**src/rtl/bsg_link_upstream_piso_credit.sv**
```systemverilog
// bsg_link_upstream_piso_credit
//   Upstream link serializer with credit-based flow control. A wide core word
//   is accepted over valid/ready and shifted out LSB-first, one BEAT-wide slice
//   per cycle across CHANNELS lockstep channels. Each beat consumes one credit,
//   and each io_token_i pulse returns CREDITS_PER_TOKEN credits, saturating at
//   CREDIT_MAX. If a token would push the count past CREDIT_MAX, overflow_o is
//   set and stays set until reset.
//   Optional feature macro: LINK_UP_STATS_EN enables the 16-bit beat and word
//   counters. When it is not defined, both counter outputs are tied to zero.
module bsg_link_upstream_piso_credit #(
  parameter int CHANNELS          = 2,
  parameter int CH_WIDTH          = 8,
  parameter int PISO_DEPTH        = 4,
  parameter int CREDIT_MAX        = 16,
  parameter int CREDITS_PER_TOKEN = 8,
  localparam int IN_W             = CHANNELS * CH_WIDTH * PISO_DEPTH,
  localparam int BEAT             = CHANNELS * CH_WIDTH,
  localparam int CW               = $clog2(CREDIT_MAX + 1)
) (
  input  logic                clk,
  input  logic                rst,
  input  logic [IN_W-1:0]     core_data_i,
  input  logic                core_valid_i,
  output logic                core_ready_o,
  input  logic                io_token_i,
  output logic [BEAT-1:0]     io_data_r_o,
  output logic [CHANNELS-1:0] io_valid_r_o,
  output logic [CW-1:0]       credit_o,
  output logic                overflow_o,
  output logic [15:0]         sent_cnt_o,
  output logic [15:0]         word_cnt_o
);

  localparam int CTR_W = (PISO_DEPTH > 1) ? $clog2(PISO_DEPTH) : 1;
  localparam logic [CW:0]      TOKEN_INC = (CW+1)'(CREDITS_PER_TOKEN);
  localparam logic [CW:0]      CRED_MAX_W = (CW+1)'(CREDIT_MAX);
  localparam logic [CTR_W-1:0] LAST_BEAT = CTR_W'(PISO_DEPTH - 1);

  typedef enum logic [1:0] {EMPTY, SHIFT, STALL} state_t;

  state_t            state_reg, state_next;
  logic [IN_W-1:0]   shift_reg;
  logic [CTR_W-1:0]  beat_ctr_reg;
  logic [CW-1:0]     credit_reg, credit_next;
  logic              overflow_reg;
  logic [BEAT-1:0]   io_data_reg;
  logic [CHANNELS-1:0] io_valid_reg;
  logic              send, last_beat, accept, clamp;
  logic [CW:0]       credit_sum;

  // Handshake, credit arithmetic (one extra bit to detect overshoot) and next state.
  always_comb begin
    send         = (state_reg != EMPTY) && (credit_reg != '0);
    last_beat    = (beat_ctr_reg == LAST_BEAT);
    core_ready_o = (state_reg == EMPTY) || (send && last_beat);
    accept       = core_valid_i && core_ready_o;

    credit_sum   = {1'b0, credit_reg} - {{CW{1'b0}}, send}
                 + (io_token_i ? TOKEN_INC : '0);
    clamp        = (credit_sum > CRED_MAX_W);
    credit_next  = clamp ? CW'(CREDIT_MAX) : credit_sum[CW-1:0];

    state_next   = state_reg;
    if (accept || ((state_reg != EMPTY) && !(send && last_beat))) begin
      state_next = (credit_next == '0) ? STALL : SHIFT;
    end else if (send && last_beat) begin
      state_next = EMPTY;
    end
  end

  // State register, credits and the sticky overflow flag.
  always_ff @(posedge clk or posedge rst) begin
    if (rst) begin
      state_reg    <= EMPTY;
      credit_reg   <= CW'(CREDIT_MAX);
      overflow_reg <= 1'b0;
    end else begin
      state_reg    <= state_next;
      credit_reg   <= credit_next;
      overflow_reg <= overflow_reg | clamp;
    end
  end

  // Word load, LSB-first shifting and the registered output beat.
  always_ff @(posedge clk or posedge rst) begin
    if (rst) begin
      shift_reg    <= '0;
      beat_ctr_reg <= '0;
      io_data_reg  <= '0;
      io_valid_reg <= '0;
    end else begin
      if (send) begin
        io_data_reg  <= shift_reg[BEAT-1:0];
        io_valid_reg <= '1;
      end else begin
        io_valid_reg <= '0;
      end
      if (accept) begin
        shift_reg    <= core_data_i;
        beat_ctr_reg <= '0;
      end else if (send) begin
        shift_reg    <= shift_reg >> BEAT;
        beat_ctr_reg <= last_beat ? '0 : beat_ctr_reg + CTR_W'(1);
      end
    end
  end

  assign io_data_r_o  = io_data_reg;
  assign io_valid_r_o = io_valid_reg;
  assign credit_o     = credit_reg;
  assign overflow_o   = overflow_reg;

`ifdef LINK_UP_STATS_EN
  logic [15:0] sent_cnt_reg, word_cnt_reg;

  // Wrapping beat and word statistics.
  always_ff @(posedge clk or posedge rst) begin
    if (rst) begin
      sent_cnt_reg <= '0;
      word_cnt_reg <= '0;
    end else if (send) begin
      sent_cnt_reg <= sent_cnt_reg + 16'd1;
      if (last_beat) word_cnt_reg <= word_cnt_reg + 16'd1;
    end
  end

  assign sent_cnt_o = sent_cnt_reg;
  assign word_cnt_o = word_cnt_reg;
`else
  assign sent_cnt_o = 16'd0;
  assign word_cnt_o = 16'd0;
`endif

endmodule

```
**config.mk**
```make
export PLATFORM = sky130hd
export DESIGN_NAME = bsg_link_upstream_piso_credit
export DESIGN_NICKNAME = d
export VERILOG_FILES = /design/src/rtl/bsg_link_upstream_piso_credit.sv
export SDC_FILE = /design/constraint.sdc
export NUM_CORES = 1
export LEC_CHECK = 0
export CAP_MARGIN = 10
export CORE_MARGIN = 5
export CORE_UTILIZATION = 30
export CTS_CLUSTER_SIZE = 40
export DETAILED_ROUTE_END_ITERATION = 6
export SETUP_SLACK_MARGIN = 0.02
export SYNTH_ARGS = -nofsm -noshare
export SYNTH_HDL_FRONTEND = slang
export SYNTH_SLANG_ARGS = --single-unit
```
**constraint.sdc**
```tcl
create_clock -name clk -period 6.31 [get_ports clk]
set_clock_uncertainty 0.15 [all_clocks]
set_input_delay 1.893 -clock clk [delete_from_list [all_inputs] [get_ports clk]]
set_output_delay 1.893 -clock clk [all_outputs]
set_load 0.01 [all_outputs]
```
==> out/metrics.yaml <==
status: "completed"
power_density_nw_per_um2: 500.0
grt_max_degree: 50
drtIter0Drc: 180
synth.top_cell.area_share_pct: 53.44
period_needed_ns: 4.251
fmax_mhz: 235.2
fp.dieArea_sq_um: 16520
synth_area_leader_cell: "dfrtp_1"
grt_pass1_vias: 2899
yosysWarnings: 0
synth_area_leaders: "dfrtp_1 (53%), o221a_2 (13%), nand2b_1 (7.1%)"
crit_chain: "or4_4 -> nand2b_4 -> a21o_1 -> clkdlybuf4s50_1"
tightestPinTransition_ns: 1.127
io_buffer_count: 92
grt_pass1_wl_microns: 15440
synth_edf_count: 0
rows: 43
peakVddDrop_v: 0.0002081
postRouteWirelength_microns: 9473
critPathSlowestCell: "or4_4"
yosysSeqAreaShare_pct: 54.07
period_share_pct: 67.37
cts_sinks: 91
max_slew_margin_pct: 24.39
multi_input_area_sq_um: 1634
hpwl_microns: 6751
cts_resized: 0
via_count: 2720
async_reset_ff_share_pct: 100.0
drc: 0
start_kind: "flip-flop"
cts_max_path_buffers: 2
rsz0062_at_grt: "false"
core-area_sq_um: 13830
synth_cell_types: 38
cp.required_ns: 4.27
synth_cells: 332
fillers: 1313
seq_area_sq_um: 2278
die_y_microns: 128.5
cpPeakStageDelay_ns: 0.58
yosys_most_used_dff: "dfrtp_1"
critical_path_class: "flip-flop to output port"
cellLeakagePower_nw: 2.375
antenna_found_initial: 0
dr.pass1.iters: 4
top_level_ports: 125
hold_viol_final: 0
antenna-diode-count: 0
vias_per_cell: 4.541
h-tree-depth: 3
root_buffer: "clkbuf_16"
hold_class: "flip-flop to flip-flop"
grt-ovfl-total: 0
grt_usage_pct: 11.95
largest_register_ffs: 64
postCtsHoldBufs: 0
chipWidth_microns: 128.5
wl_per_cell_microns: 15.81
initial_core_util_pct: 30.48
synth.ff_latch_count: 91
synth_area_sq_um: 4214
crit_fanout: 5
path_clk_slew_ns: 0.06
drv_cap: 0
setup_violations: 0
cts_tree: "done"
report.power.total_w: 0.002695
numCtsBuffers: 9
drv_slew: 0
setup_tns_ns: 0
yosysMostFrequentCell: "dfrtp_1"
gp_congestion: 0.7799
syn_avg_cell_area_sq_um: 12.69
post_cts_buffers: 0
crit_arrival_ns: 2.21
fin_nets: 493
clkLatencyLatePin_ns: 0.33
syn_to_final_growth_pct: 27.91
ant_nets: 0
yosys-top-cells-count: "dfrtp_1 (90), nand2b_1 (48), o221a_2 (48)"
drive_gt1_share_pct: 20.29
end_kind: "output port"
==> path summary, 6_finish.rpt <==
path	depth (start not counted)	endpoint	slack, ns	from
min in group asynchronous	2	shift_reg[5]	1.83	rst
min	1	shift_reg[63]	0.34	shift_reg[63]
max reg2reg	12	state_reg[1]	2.83	credit_o[1]
max in group asynchronous	3	shift_reg[15]	3.20	rst
max	4	core_ready_o	2.06	credit_o[1]
min reg2reg	1	shift_reg[63]	0.34	shift_reg[63]
==> where the power goes <==
part           total, W  switching [W]  internal [W]
clock network  0.000470       0.000199      0.000271
logic           0.00122       0.000535      0.000685
registers       0.00101       0.000146      0.000860
==> per-stage QoR <==
stage	util [%]	area, sq um	setup slack [ns]	hold slack, ns	std cells
final	38.98	5390	2.059	0.3431	599
after detailed placement	37.17	5140	2.046	0.3235	586
after floorplan	-	4330	1.905	0.3075	363
after CTS	38.98	5390	2.035	0.3449	599
after global routing	38.98	5390	1.973	0.3576	599
after global placement	37.17	5140	2.126	0.3259	586
==> cell usage in the layout, fill, tap and decap left out, types with 2 or more instances in the layout <==
master,n
o21a_2,2
a22o_1,17
o221a_2,48
conb_1,32
inv_1,15
a211oi_1,2
clkdlybuf4s50_1,92
mux2_2,16
o21ai_0,2
buf_4,2
nor2_1,7
ha_1,7
dfrtp_1,90
clkbuf_16,9
a21oi_1,2
clkbuf_1,3
nand2b_1,48
nand2_1,3
==> kinds of logic (layout without fill, tap and decap cells) <==
kind of cell	count (synthesis)	after routing	share of synthesized area [%]
AO/OA/AOI/OAI	83	83	19.60
XOR/XNOR	1	1	0.2079
adder cells (fa/ha/maj)	8	8	2.553
buffers and inverters	68	124	9.976
flip-flops	91	91	54.07
multiplexers	16	16	4.275
other	1	32	0.08899
AND/OR/NAND/NOR	64	64	9.234
==> layer usage <==
metal	GRT usage (%)	part of all wire (%)	wire, microns
met1	16.25	46	4343
met2	18.36	46	4402
met3	3.072	6.0	568
met4	4.632	1.7	158
met5	0	0	0
==> worst max-delay path, delay by kind of cell, from the launching register on <==
| kind | cells | cell delay, ns |
|---|---|---|
| compound gates | 1 | 0.21 |
| buf+inv | 1 | 0.48 |
| flops | 1 | 0.44 |
| simple gates | 2 | 0.76 |
==> area by class of cell <==
cell class	count	area share, %
Multi-Input combinational cell	204	30.32
Timing Repair Buffer	94	17.36
Sequential cell	91	42.27
Tap cell	180	4.178
Clock buffer	13	4.643
Inverter	17	1.230
No activity file was read; power rests on OpenSTA's default activity.
